## config.mk

```make
export PLATFORM = sky130hd
export DESIGN_NAME = uart_wb_loader
export DESIGN_NICKNAME = d
export VERILOG_FILES = /design/src/rtl/loader_pkg.sv /design/src/rtl/byte_packer.sv /design/src/rtl/uart_wb_loader.sv
export SDC_FILE = /design/constraint.sdc
export NUM_CORES = 1
export LEC_CHECK = 0
export CAP_MARGIN = 0
export CORE_UTILIZATION = 49
export CTS_BUF_LIST = sky130_fd_sc_hd__clkbuf_8
export DETAILED_ROUTE_END_ITERATION = 8
export MAX_ROUTING_LAYER = met4
export PLACE_DENSITY = 0.78
export SLEW_MARGIN = 20
export SYNTH_ARGS = -nofsm -noshare
export SYNTH_HDL_FRONTEND = slang
export SYNTH_SLANG_ARGS = --single-unit
export TNS_END_PERCENT = 50
```

## constraint.sdc

```tcl
create_clock -name clk -period 2.8 [get_ports clk]
set_input_delay 0.56 -clock clk [delete_from_list [all_inputs] [get_ports clk]]
set_output_delay 0.56 -clock clk [all_outputs]
set_load 0.02 [all_outputs]
```

## src/rtl/loader_pkg.sv

```systemverilog
// Shared state encoding and framing constants for the UART-to-Wishbone loader.
// Optional trailer checksum is enabled with the LOADER_CKSUM_EN macro.
package loader_pkg;

    typedef enum logic [2:0] {
        S_IDLE,
        S_HDR0,
        S_HDR1,
        S_DATA,
        S_DRAIN,
        S_CKSUM,
        S_DONE
    } state_e;

    localparam int HDR_BYTES      = 2;
    localparam int BYTES_PER_WORD = 4;

endpackage

```

## src/rtl/byte_packer.sv

```systemverilog
// Collects received bytes into little-endian 32-bit words; the completed word
// is presented combinationally alongside the strobe that supplies its last byte.
module byte_packer
    import loader_pkg::*;
(
    input  logic        clk,
    input  logic        rst,
    input  logic        clear_i,
    input  logic        en_i,
    input  logic [7:0]  byte_i,
    output logic        word_valid,
    output logic [31:0] word
);

    logic [1:0]  cnt_q;
    logic [23:0] shift_q;

    assign word_valid = en_i && !clear_i && (cnt_q == 2'(BYTES_PER_WORD - 1));
    assign word       = {byte_i, shift_q};

    always_ff @(posedge clk or negedge rst) begin
        if (!rst) begin
            cnt_q   <= '0;
            shift_q <= '0;
        end else if (clear_i) begin
            cnt_q   <= '0;
            shift_q <= '0;
        end else if (en_i) begin
            cnt_q   <= cnt_q + 2'd1;
            shift_q <= {byte_i, shift_q[23:8]};
        end
    end

endmodule

```

## src/rtl/uart_wb_loader.sv

```systemverilog
// Parses a length-prefixed UART byte stream and writes it word by word over Wishbone.
// Define LOADER_CKSUM_EN to require and verify an XOR trailer byte after the payload.
module uart_wb_loader
    import loader_pkg::*;
#(
    parameter int                    ADDR_WIDTH = 32,
    parameter int                    DATA_WIDTH = 32,
    parameter logic [ADDR_WIDTH-1:0] BASE_ADDR  = '0
) (
    input  logic                  clk,
    input  logic                  rst,
    input  logic                  arm,
    input  logic                  rx_stb,
    input  logic [7:0]            rx_data,
    output logic                  wb_cyc_o,
    output logic                  wb_stb_o,
    output logic                  wb_we_o,
    output logic [ADDR_WIDTH-1:0] wb_adr_o,
    output logic [DATA_WIDTH-1:0] wb_dat_o,
    input  logic                  wb_ack_i,
    output logic                  busy,
    output logic                  done,
    output logic                  err_ovr,
    output logic                  err_cksum,
    output logic [15:0]           words_written
);

    state_e                  state_q;
    logic                    busy_q, done_q, ovr_q, cyc_q;
    logic [15:0]             cnt_q, idx_q, written_q;
    logic [ADDR_WIDTH-1:0]   adr_q;
    logic [DATA_WIDTH-1:0]   dat_q;

    logic                    packEn, wordValid;
    logic [31:0]             packedWord;
    logic [15:0]             written_d;
    logic [ADDR_WIDTH-1:0]   adr_d;
    logic                    lastWord_d;

    assign packEn     = rx_stb && (state_q == S_DATA);
    assign written_d  = (written_q == 16'hFFFF) ? written_q : written_q + 16'd1;
    assign adr_d      = BASE_ADDR + ADDR_WIDTH'(idx_q);
    assign lastWord_d = (idx_q == cnt_q - 16'd1);

    byte_packer u_packer (
        .clk        (clk),
        .rst        (rst),
        .clear_i    (arm),
        .en_i       (packEn),
        .byte_i     (rx_data),
        .word_valid (wordValid),
        .word       (packedWord)
    );

    // The write channel runs beside the FSM so packing continues during a write;
    // a word finishing while a write is still pending is dropped but keeps its index.
    always_ff @(posedge clk or negedge rst) begin
        if (!rst) begin
            state_q   <= S_IDLE;
            busy_q    <= 1'b0;
            done_q    <= 1'b0;
            ovr_q     <= 1'b0;
            cyc_q     <= 1'b0;
            cnt_q     <= '0;
            idx_q     <= '0;
            written_q <= '0;
            adr_q     <= '0;
            dat_q     <= '0;
        end else if (arm) begin
            state_q   <= S_HDR0;
            busy_q    <= 1'b1;
            done_q    <= 1'b0;
            ovr_q     <= 1'b0;
            cyc_q     <= 1'b0;
            cnt_q     <= '0;
            idx_q     <= '0;
            written_q <= '0;
        end else begin
            if (cyc_q && wb_ack_i) begin
                cyc_q     <= 1'b0;
                written_q <= written_d;
            end
            if (wordValid) begin
                if (cyc_q) begin
                    ovr_q <= 1'b1;
                end else begin
                    cyc_q <= 1'b1;
                    adr_q <= adr_d;
                    dat_q <= DATA_WIDTH'(packedWord);
                end
                idx_q <= idx_q + 16'd1;
            end

            case (state_q)
                S_HDR0: begin
                    if (rx_stb) begin
                        cnt_q[7:0] <= rx_data;
                        state_q    <= S_HDR1;
                    end
                end
                S_HDR1: begin
                    if (rx_stb) begin
                        cnt_q[15:8] <= rx_data;
                        state_q     <= ({rx_data, cnt_q[7:0]} == 16'd0) ? S_DRAIN : S_DATA;
                    end
                end
                S_DATA: begin
                    if (wordValid && lastWord_d) begin
                        state_q <= S_DRAIN;
                    end
                end
                S_DRAIN: begin
                    if (!cyc_q) begin
`ifdef LOADER_CKSUM_EN
                        state_q <= S_CKSUM;
`else
                        state_q <= S_DONE;
                        busy_q  <= 1'b0;
                        done_q  <= 1'b1;
`endif
                    end
                end
`ifdef LOADER_CKSUM_EN
                S_CKSUM: begin
                    if (rx_stb) begin
                        state_q <= S_DONE;
                        busy_q  <= 1'b0;
                        done_q  <= 1'b1;
                    end
                end
`endif
                default: ;
            endcase
        end
    end

`ifdef LOADER_CKSUM_EN
    logic [7:0] xor_q;
    logic       cksumErr_q;

    // Running XOR covers payload bytes only; the trailer is compared once in S_CKSUM.
    always_ff @(posedge clk or negedge rst) begin
        if (!rst) begin
            xor_q      <= '0;
            cksumErr_q <= 1'b0;
        end else if (arm) begin
            xor_q      <= '0;
            cksumErr_q <= 1'b0;
        end else if (rx_stb && state_q == S_DATA) begin
            xor_q <= xor_q ^ rx_data;
        end else if (rx_stb && state_q == S_CKSUM) begin
            cksumErr_q <= (rx_data != xor_q);
        end
    end

    assign err_cksum = cksumErr_q;
`else
    assign err_cksum = 1'b0;
`endif

    assign wb_cyc_o      = cyc_q;
    assign wb_stb_o      = cyc_q;
    assign wb_we_o       = cyc_q;
    assign wb_adr_o      = adr_q;
    assign wb_dat_o      = dat_q;
    assign busy          = busy_q;
    assign done          = done_q;
    assign err_ovr       = ovr_q;
    assign words_written = written_q;

endmodule

```

# ---- After elaboration in Yosys (flattened, before gate mapping)
# Cells that the tools add are included.
dict set report word_totals {
  regBits 129
  inputBits 13
  out_inout_bits 87
}
dict set report op_classes {
  addsub 4
  n_eq_ne 13
  mux 33
  bitwise_logic 2
  n_reduce_logical 23
}
# operator n
set op_table {}
lappend op_table {{two-way mux 16 bit} 6}
lappend op_table {{two-way mux 24 bit} 2}
lappend op_table {{adder 16 x 1 -> 16 bit (second input constant)} 2}
lappend op_table {{two-way mux 8 bit} 3}
lappend op_table {{two-way mux 3 bit} 6}
lappend op_table {{equality test 16 bit} 1}
lappend op_table {{equality test 16 bit (second input constant)} 1}
lappend op_table {{zero test 16 bit} 1}
lappend op_table {{nonzero test 2 bit} 8}
lappend op_table {{subtractor 16 x 1 -> 16 bit (second input constant)} 1}
lappend op_table {{two-way mux 1 bit} 13}
lappend op_table {{one-hot mux 3 bit (4 select lines)} 1}
lappend op_table {{AND reduction 2 bit} 5}
lappend op_table {{inequality test 3 bit (second input constant)} 3}
lappend op_table {{equality test 3 x 2 -> 1 bit (second input constant)} 2}
lappend op_table {{logical AND 1 bit} 5}
lappend op_table {{AND reduction 5 bit} 1}
lappend op_table {{nonzero test 5 bit} 1}
lappend op_table {{two-way mux 2 bit} 2}
lappend op_table {{inequality test 2 bit (second input constant)} 2}
lappend op_table {{equality test 3 x 1 -> 1 bit (second input constant)} 1}
lappend op_table {{equality test 3 bit (second input constant)} 1}
lappend op_table {{inequality test 3 x 2 -> 1 bit (second input constant)} 1}
lappend op_table {{AND reduction 3 bit} 1}
lappend op_table {{4 further kinds} 5}

# ---- Logic depth before layout (Yosys ltp)
# Gate-level depths: netlist (run 1).
dict set report logic_depth {
  ltp_word 8
  mapped_depth 11
  mapped_depth_nobuf 9
}

# ---- By module
# A second synthesis (run 1) with hierarchy kept.
dict set report hier_totals {
  hier_cells 574
  area_unflattened_um2 6271.0
}
# mod instances cells_each area_each_um2
set by_module_without_submodules {}
lappend by_module_without_submodules {uart_wb_loader 1 479 5114.9}
lappend by_module_without_submodules {byte_packer 1 95 1156.1}

# ---- Worst setup path after synthesis (run 1)
# OpenSTA, ideal clock, no wires.
dict set report synth_timing {
  path_type {register to register}
  start {register cnt_q[0]}
  end {register state_q[2]}
  setup_ps 120
  t_arrival_ps 2624
  t_required_ps 2680
  slack_ps 56
  stages_incl_launch_ff 12
  path_buffers 2
  synth_period_minus_slack_ps 2744
  path_cell_list {dfrtp_1 > clkbuf_2 > inv_1 > ha_1 > clkbuf_1 > or3b_1 > nor3_1 > mux2_2 > mux2i_1 > a2bb2oi_1 > o31ai_2 > o211a_1}
}
dict set report synth_via {
  elab_chain_len 5
  elab_cells_between_ends 10
  classes_between {1 x add/sub; 2 x eq/ne; 4 x mux; 3 x reduce/logical}
}
# element line_no
set synth_lines {}
lappend synth_lines {{start: declaration} uart_wb_loader.sv:30} ;# logic [15:0] cnt_q, idx_q, written_q;
lappend synth_lines {{start signal: assignment} uart_wb_loader.sv:97} ;# cnt_q[7:0] <= rx_data;
lappend synth_lines {{subtractor 16 x 1 -> 16 bit or zero test 16 bit (tied branches)} {uart_wb_loader.sv:43, uart_wb_loader.sv:104}}
lappend synth_lines {{equality test 16 bit or two-way mux 3 bit (tied branches)} {uart_wb_loader.sv:43, uart_wb_loader.sv:104}}
lappend synth_lines {{logical AND 1 bit or two-way mux 3 bit (tied branches)} {uart_wb_loader.sv:108, uart_wb_loader.sv:102}}
lappend synth_lines {{inequality test 3 x 2 -> 1 bit (no line) or one-hot mux 3 bit (4 select lines) (tied branches)} n/a}
lappend synth_lines {{AND reduction 5 bit (no line) or two-way mux 3 bit (tied branches)} n/a}
lappend synth_lines {{end signal: assignment} uart_wb_loader.sv:104} ;# state_q <= ({rx_data, cnt_q[7:0]} == 16'd0) ? S_DRAIN : S_DATA;
lappend synth_lines {{end: declaration} uart_wb_loader.sv:28} ;# state_e state_q;
# Parallel ways exist; a longest one is shown, timed or not. The select of a mux whose other input is x is not followed.
# A chain may end at the register's enable or synchronous reset.

# ---- Worst setup path after layout (run 1)
dict set report layout_timing {
  start {register cnt_q[1]}
  end {register state_q[0]}
}
# The elaborated chain is that of the path after synthesis.

==> impl_results.md, run 1 <==
* Outcome: finished, final reports clean
* Post-route setup TNS at 0 ns
* Flop2flop setup slack at 0.14 ns
* Final worst-path cycle share at 95.0%
* Synth cell types at 56
* Share of the synthesized area in the top cell type at 52.4%
* Most used DFF post-synth: dfrtp_1
* Longest Clk Path Bufs at 2
* H-tree depth at 4
* Max Slew Vio Count at 0
* Reg2reg end: state_q[0]
* Total CTS buffers at 17
* Post-synthesis register bit count at 129
* Detailed placement HPWL at 9420 µm
* IO Port Bufs at 82
* P_leak at roughly 3.4 nW
* P per Cell Area at 594 nW/µm²
* Total Wirelength at 13500 µm
* Cells after synthesis at 593
* Post-CTS Hold Fix Bufs at 0
* Vias in the first global route at 4600
* WP data arrival at just under 3 ns
* Tightest Hold Check Type: primary input to asynchronous set/reset pin
* EDFF count, synth at 0
* Total power draw at 4.54 mW
* Post-DR wirelength/cell at around 16 µm
* Starting Density at 50.8%
* Worst-Margin Slew at 0.705 ns
* Final worst slack at 0.140 ns
* Slew margin rel. at 53.0%
* Io pins at 100
* Yosys top cell by area: dfrtp_1
* Vias at approximately 4600
* Fmax at 376 MHz
* Area Growth Syn to Fin at 24.2%
* Core Area at 12100 µm²
* # clock sinks at 129
* DRT Pass-1 Iters at 4
* GP Congestion at 0.872
* Launch point of the worst reg-to-reg path: cnt_q[1]
* Sequential cell area fraction in the yosys report at 52.4%
* Crit path capture type: flop
* Die H at 114 µm
* YS warnings at 0
* Setup Fix Bufs, Post-CTS at 0
* Layout fillers at ~970
* Asr flop ratio synth at 100%
* Final setup vio count at 0
* Die area at 13000 µm²
* Clock Latency Late Sink at 0.45 ns
* Ant diodes at 0
* Post_cts resized at 0
* Grt ovf at 0
* Type of origin of the critical path: flop
* Largest net degree at the start of global routing at 55
* # nets final at 698
* CP Class: flop to flop
* Crit path time final at 2.66 ns
* R2R cell count at 9
* Total GRT Usage at between 20% and 30%
* Drt drc at 0
* MaxCap Viol Count at 0
* Max VDD drop at 457 µV
* Row count at 40
* Final Hold Fails at 0
* CTS tree: yes
* Pre-CTS WS at -0.0295 ns
* CTS root buf: clkbuf_8
* Initial antenna violation count at 0
* CP Max Fanout at 6
* Syn Std Cell Area at 6160 µm²
* First-pass GRT wire length at 22700 µm
* DIE WIDTH at 114 µm
* Post-route ant nets at 0
* Commonest cells in the netlist: 129 x dfrtp_1, 105 x nand2_1, 50 x mux2_2
* Final Skew at 0.00982 ns
* Worst Hold Slack at 0.164 ns
* Req. time, crit path at 3.12 ns
* Vias per cell at 5.32
* 1st-iter DRT viols at 353
* Count leader, synth: dfrtp_1
* CTS clk-pin slew, worst paths at about 0.070 ns
* Layout cells sized above 1 at 16.2%
* Avg Inst Size Synth at 10.4 µm²
* Top cells by area, synth: dfrtp_1 52%, mux2_2 9.1%, nand2_1 6.4%, xor2_1 4.7%, a21oi_1 3.5%
## cell type report
type / instances / area, µm² / area share, %
clock inverter: 12 / 215 / 2.81
inverter: 6 / 22.5 / 0.295
sequential: 129 / 3230 / 42.2
timing repair buffer: 103 / 1010 / 13.2
clock buffer: 19 / 262 / 3.42
tap: 168 / 210 / 2.75
multi-input combinational: 423 / 2700 / 35.3
## routing by layer
metal | wire length, µm | global-route usage (%) | up-vias
li1 | - | - | 2166
met1 | 5910 | 30.1 | 2244
met2 | 6590 | 36.0 | 140
met3 | 694 | 4.61 | 23
met4 | 261 | 10.4 | 0
met5 | 0 | - | -
## report_power, final
group / leakage [nW] / total [mW] / switching (mW) / internal (mW)
logic: 1.38 / 0.637 / 0.387 / 0.250
clock network: 0.242 / 1.89 / 0.709 / 1.18
registers: 1.78 / 2.01 / 0.0956 / 1.92
## critical path, stage by stage, from the launching register on
cell and delay [ns]:
dfrtp_1 0.46, inv_1 0.11, ha_1 0.16, or3b_1 0.41, or4_1 0.42, a211o_1 0.29
o2111ai_2 0.10, o211ai_2 0.14, o31ai_4 0.31, a21oi_1 0.12
## stage by stage
step                      utilization (%)  instance area [µm²]  instances
after global routing                 63.1                 7650        860
after floorplan                         -                 6220        609
after global placement               59.1                 7160        829
final                                63.1                 7650        860
after detailed placement             59.1                 7160        829
after CTS                            63.1                 7640        860
## logic make-up (layout without fill, tap and decap cells)
| group | Yosys count | in the layout | synth area share, % |
|---|---|---|---|
| AOI/OAI and AO/OA | 77 | 77 | 7.56 |
| xor gates and xnor gates | 47 | 47 | 6.69 |
| adders and majority gates | 5 | 5 | 1.02 |
| buffers and inverters | 57 | 140 | 4.92 |
| DFF | 129 | 129 | 52.4 |
| muxes | 55 | 55 | 9.96 |
| other | 1 | 17 | 0.0609 |
| and+or+nand+nor | 222 | 222 | 17.4 |
## state kept, by name, summed over array words and instances (netlist names)
| register | flops |
|---|---|
| idx_q | 16 |
| done | 1 |
| wb_dat_o | 32 |
| words_written | 16 |
| busy | 1 |
| u_packer.cnt_q | 2 |
| u_packer.shift_q | 24 |
| wb_adr_o | 16 |
| wb_cyc_o | 1 |
| err_ovr | 1 |
| cnt_q | 16 |
| state_q | 3 |
## worst max-delay path by stage
stage | startpoint | endpoint | slack, ns | cells past startpoint
floorplan | cnt_q[0] | state_q[2] | 0.06 | 11
global placement | rx_stb | state_q[1] | 0.07 | 8
detailed placement | rx_stb | state_q[0] | -0.03 | 8
CTS | cnt_q[1] | state_q[0] | 0.11 | 9
global route | cnt_q[1] | state_q[2] | -0.008 | 9
finish | cnt_q[1] | state_q[0] | 0.14 | 9
## cell usage in the layout (no fill, tap or decap), types with 3 or more instances in the layout
master	n
a21oi_1	43
a31oi_1	4
and3_1	7
and4_1	5
buf_12	3
buf_4	19
bufinv_16	6
clkbuf_8	19
clkdlybuf4s50_1	80
conb_1	17
dfrtp_1	129
ha_1	5
inv_1	8
mux2_2	50
mux2i_1	5
nand2_1	105
nand2b_1	4
nand3_1	15
nand4_1	7
nor2_1	44
nor2b_1	4
nor3_1	6
nor4_1	7
o21ai_0	11
or4_1	3
or4_4	3
xnor2_1	14
xor2_1	33
Power figures use the tool's default switching activity.
==> run 2, diff against run 1 <==
clock period = 2.4 ns   (was 2.8 ns; I/O delays follow)
==> impl_results.md, run 2 (synthesis gave the netlist of run 1 again) <==
* Layout cells sized above 1 at 21.0% (+4.8 points)
* Most frequent cells in the layout: 128 x dfrtp_1, 105 x nand2_1, 80 x clkdlybuf4s50_1, 50 x mux2_2, 47 x buf_4
* CTS tree: yes
* Total CTS buffers at 17 (unchanged)
* DRT Pass-1 Iters at 5 (+1)
* Row count at 40 (unchanged)
* Post-DR wirelength/cell at 15.4 µm (-1.6%)
* Tightest Hold Check Type: primary input to asynchronous set/reset pin
* Core Area at 12100 µm² (unchanged)
* Pre-CTS WS at -0.261 ns (-0.232 ns)
* CTS root buf: clkbuf_8
* # nets final at 725 (+3.9%)
* Delay-heaviest family, CP: compound AO/OA/AOI/OAI gates
* Initial antenna violation count at 0 (unchanged)
* Slew margin rel. at 59.1% (+6.0 points)
* Starting Density at 50.8% (unchanged)
* Vias at 4666 (+2.0%)
* Crit path capture type: flop
* 1st-iter DRT viols at 248 (-30%)
* Drt drc at 0 (unchanged)
* Fmax at 405 MHz (+7.6%)
* CP Class: flop to flop
* Setup Fix Bufs, Post-CTS at 0 (unchanged)
* Type of origin of the critical path: flop
* Final setup vio count at 3 (+3)
* Buffers and inverters on the worst path at 1 (unchanged)
* Worst-Margin Slew at 0.612 ns (-0.0924 ns)
* Outcome: finished, violations left
* Clock Latency Late Sink at 0.45 ns (about the same)
* Flop2flop setup slack at -0.07 ns (-0.21 ns)
* Final Util at 64.5% (+1.4 points)
* Vias per cell at 5.25 (-1.2%)
* P per Cell Area at 661 nW/µm² (+11%)
* Number of flip-flops under the largest register name at 32 (unchanged)
* Crit path time final at 2.47 ns (-0.188 ns)
* P_leak at 3.50 nW (+2.7%)
* MaxCap Viol Count at 0 (unchanged)
* IO Port Bufs at 82 (unchanged)
* # clock sinks at 129 (unchanged)
* Area Growth Syn to Fin at 26.9%
* Req. time, crit path at 2.79 ns (-0.33 ns)
* Layout fillers at 997 (+2.5%)
* Slowest CP cell: dfrtp_2
* Vias in the first global route at 4707 (+2.3%)
* Launch point of the worst reg-to-reg path: cnt_q[1]
* Final Skew at 0.00925 ns (-0.000567 ns)
* Max incr delay on CP at 0.46 ns (about the same)
* Max Slew Vio Count at 0 (unchanged)
* CP Cell Sequence: inv_2 > ha_4 > or3b_4 > or4_1 > a211o_1 > o2111ai_2 > o211ai_2 > o31ai_4 > o211a_1
* Largest net degree at the start of global routing at 43 (-22%)
* GP Congestion at 0.871 (about the same)
* Reg2reg end: state_q[2]
* Post-route setup TNS at -0.201 ns (-0.201 ns)
* Grt ovf at 0 (unchanged)
* CTS clk-pin slew, worst paths at 0.08 ns (about the same)
* H-tree depth at 4 (unchanged)
* WP data arrival at 2.87 ns (-0.11 ns)
* R2R cell count at 9 (unchanged)
* Detailed placement HPWL at 9740 µm (+3.4%)
* Final worst-path cycle share at 103% (+8.0 points)
* Final Hold Fails at 0 (unchanged)
* Longest Clk Path Bufs at 2 (unchanged)
* DIE WIDTH at 114 µm (unchanged)
* First-pass GRT wire length at 23100 µm (+1.7%)
* Die H at 114 µm (unchanged)
* Most common cell after layout, fill and taps aside: dfrtp_1
* Violated checks: setup timing
* Total power draw at 5.16 mW (+14%)
* Worst Setup SP: cnt_q[1]
* Post-route ant nets at 0 (unchanged)
* Ant diodes at 0 (unchanged)
* RSZ-0062 raised after global routing: true
* Die area at 13000 µm² (unchanged)
* Total Wirelength at 13700 µm (+1.6%)
* Max VDD drop at 389 µV (-15%)
* Final worst slack at -0.0717 ns (-0.212 ns)
* Total GRT Usage at 23.7% (+0.37 points)
* CP Max Fanout at 5 (-1)
* Io pins at 100 (unchanged)
-- run 2: worst reg2reg max path, cell delays in order (launching register included) --
cell	delay, ns
dfrtp_2	0.46
inv_2	0.09
ha_4	0.12
or3b_4	0.40
or4_1	0.41
a211o_1	0.28
o2111ai_2	0.10
o211ai_2	0.13
o31ai_4	0.25
o211a_1	0.18
-- run 2: where the power goes --
| part | leakage (nW) | internal, mW | switching (mW) |
|---|---|---|---|
| registers | 1.78 | 2.24 | 0.0801 |
| clock network | 0.201 | 1.04 | 0.903 |
| logic | 1.51 | 0.386 | 0.517 |
-- run 2: layout make-up --
type | count | area, µm² | area share [%]
Clock buffer | 17 | 234 | 2.99
Timing Repair Buffer | 130 | 1200 | 15.3
Tap cell | 168 | 210 | 2.69
Sequential cell | 129 | 3230 | 41.3
Inverter | 6 | 22.5 | 0.288
Multi-Input combinational cell | 423 | 2730 | 35.0
Clock inverter | 15 | 185 | 2.37
-- run 2: stage by stage --
stage               instances  cell area, µm²  hold slack [ns]
finish                    888            7810           0.0187
global route              888            7810           0.0346
CTS                       888            7810          0.00872
detailed placement        856            7360            0.478
global placement          856            7360            0.463
floorplan                 609            6250            0.184
-- run 2: timing repair --
| action | 4_1_cts | 5_1_grt |
|---|---|---|
| setup endpoints to repair | 3 | 3 |
| pin swaps | 0 | 1 |
| hold buffers | 0 | 0 |
| resized for setup | 5 | 1 |
-- run 2: worst max-delay path by stage --
| stage | end | depth (start not counted) |
|---|---|---|
| after detailed placement | state_q[1] | 8 |
| after global routing | state_q[1] | 9 |
| final | state_q[2] | 9 |
| after floorplan | state_q[1] | 11 |
| after CTS | state_q[2] | 9 |
| after global placement | state_q[1] | 8 |
-- run 2: layer usage --
layer / part of all wire (%) / global-route usage [%]
met5: 0 / -
met4: 1.9 / 10.3
met3: 4.4 / 5.88
met2: 49 / 36.2
met1: 45 / 30.1
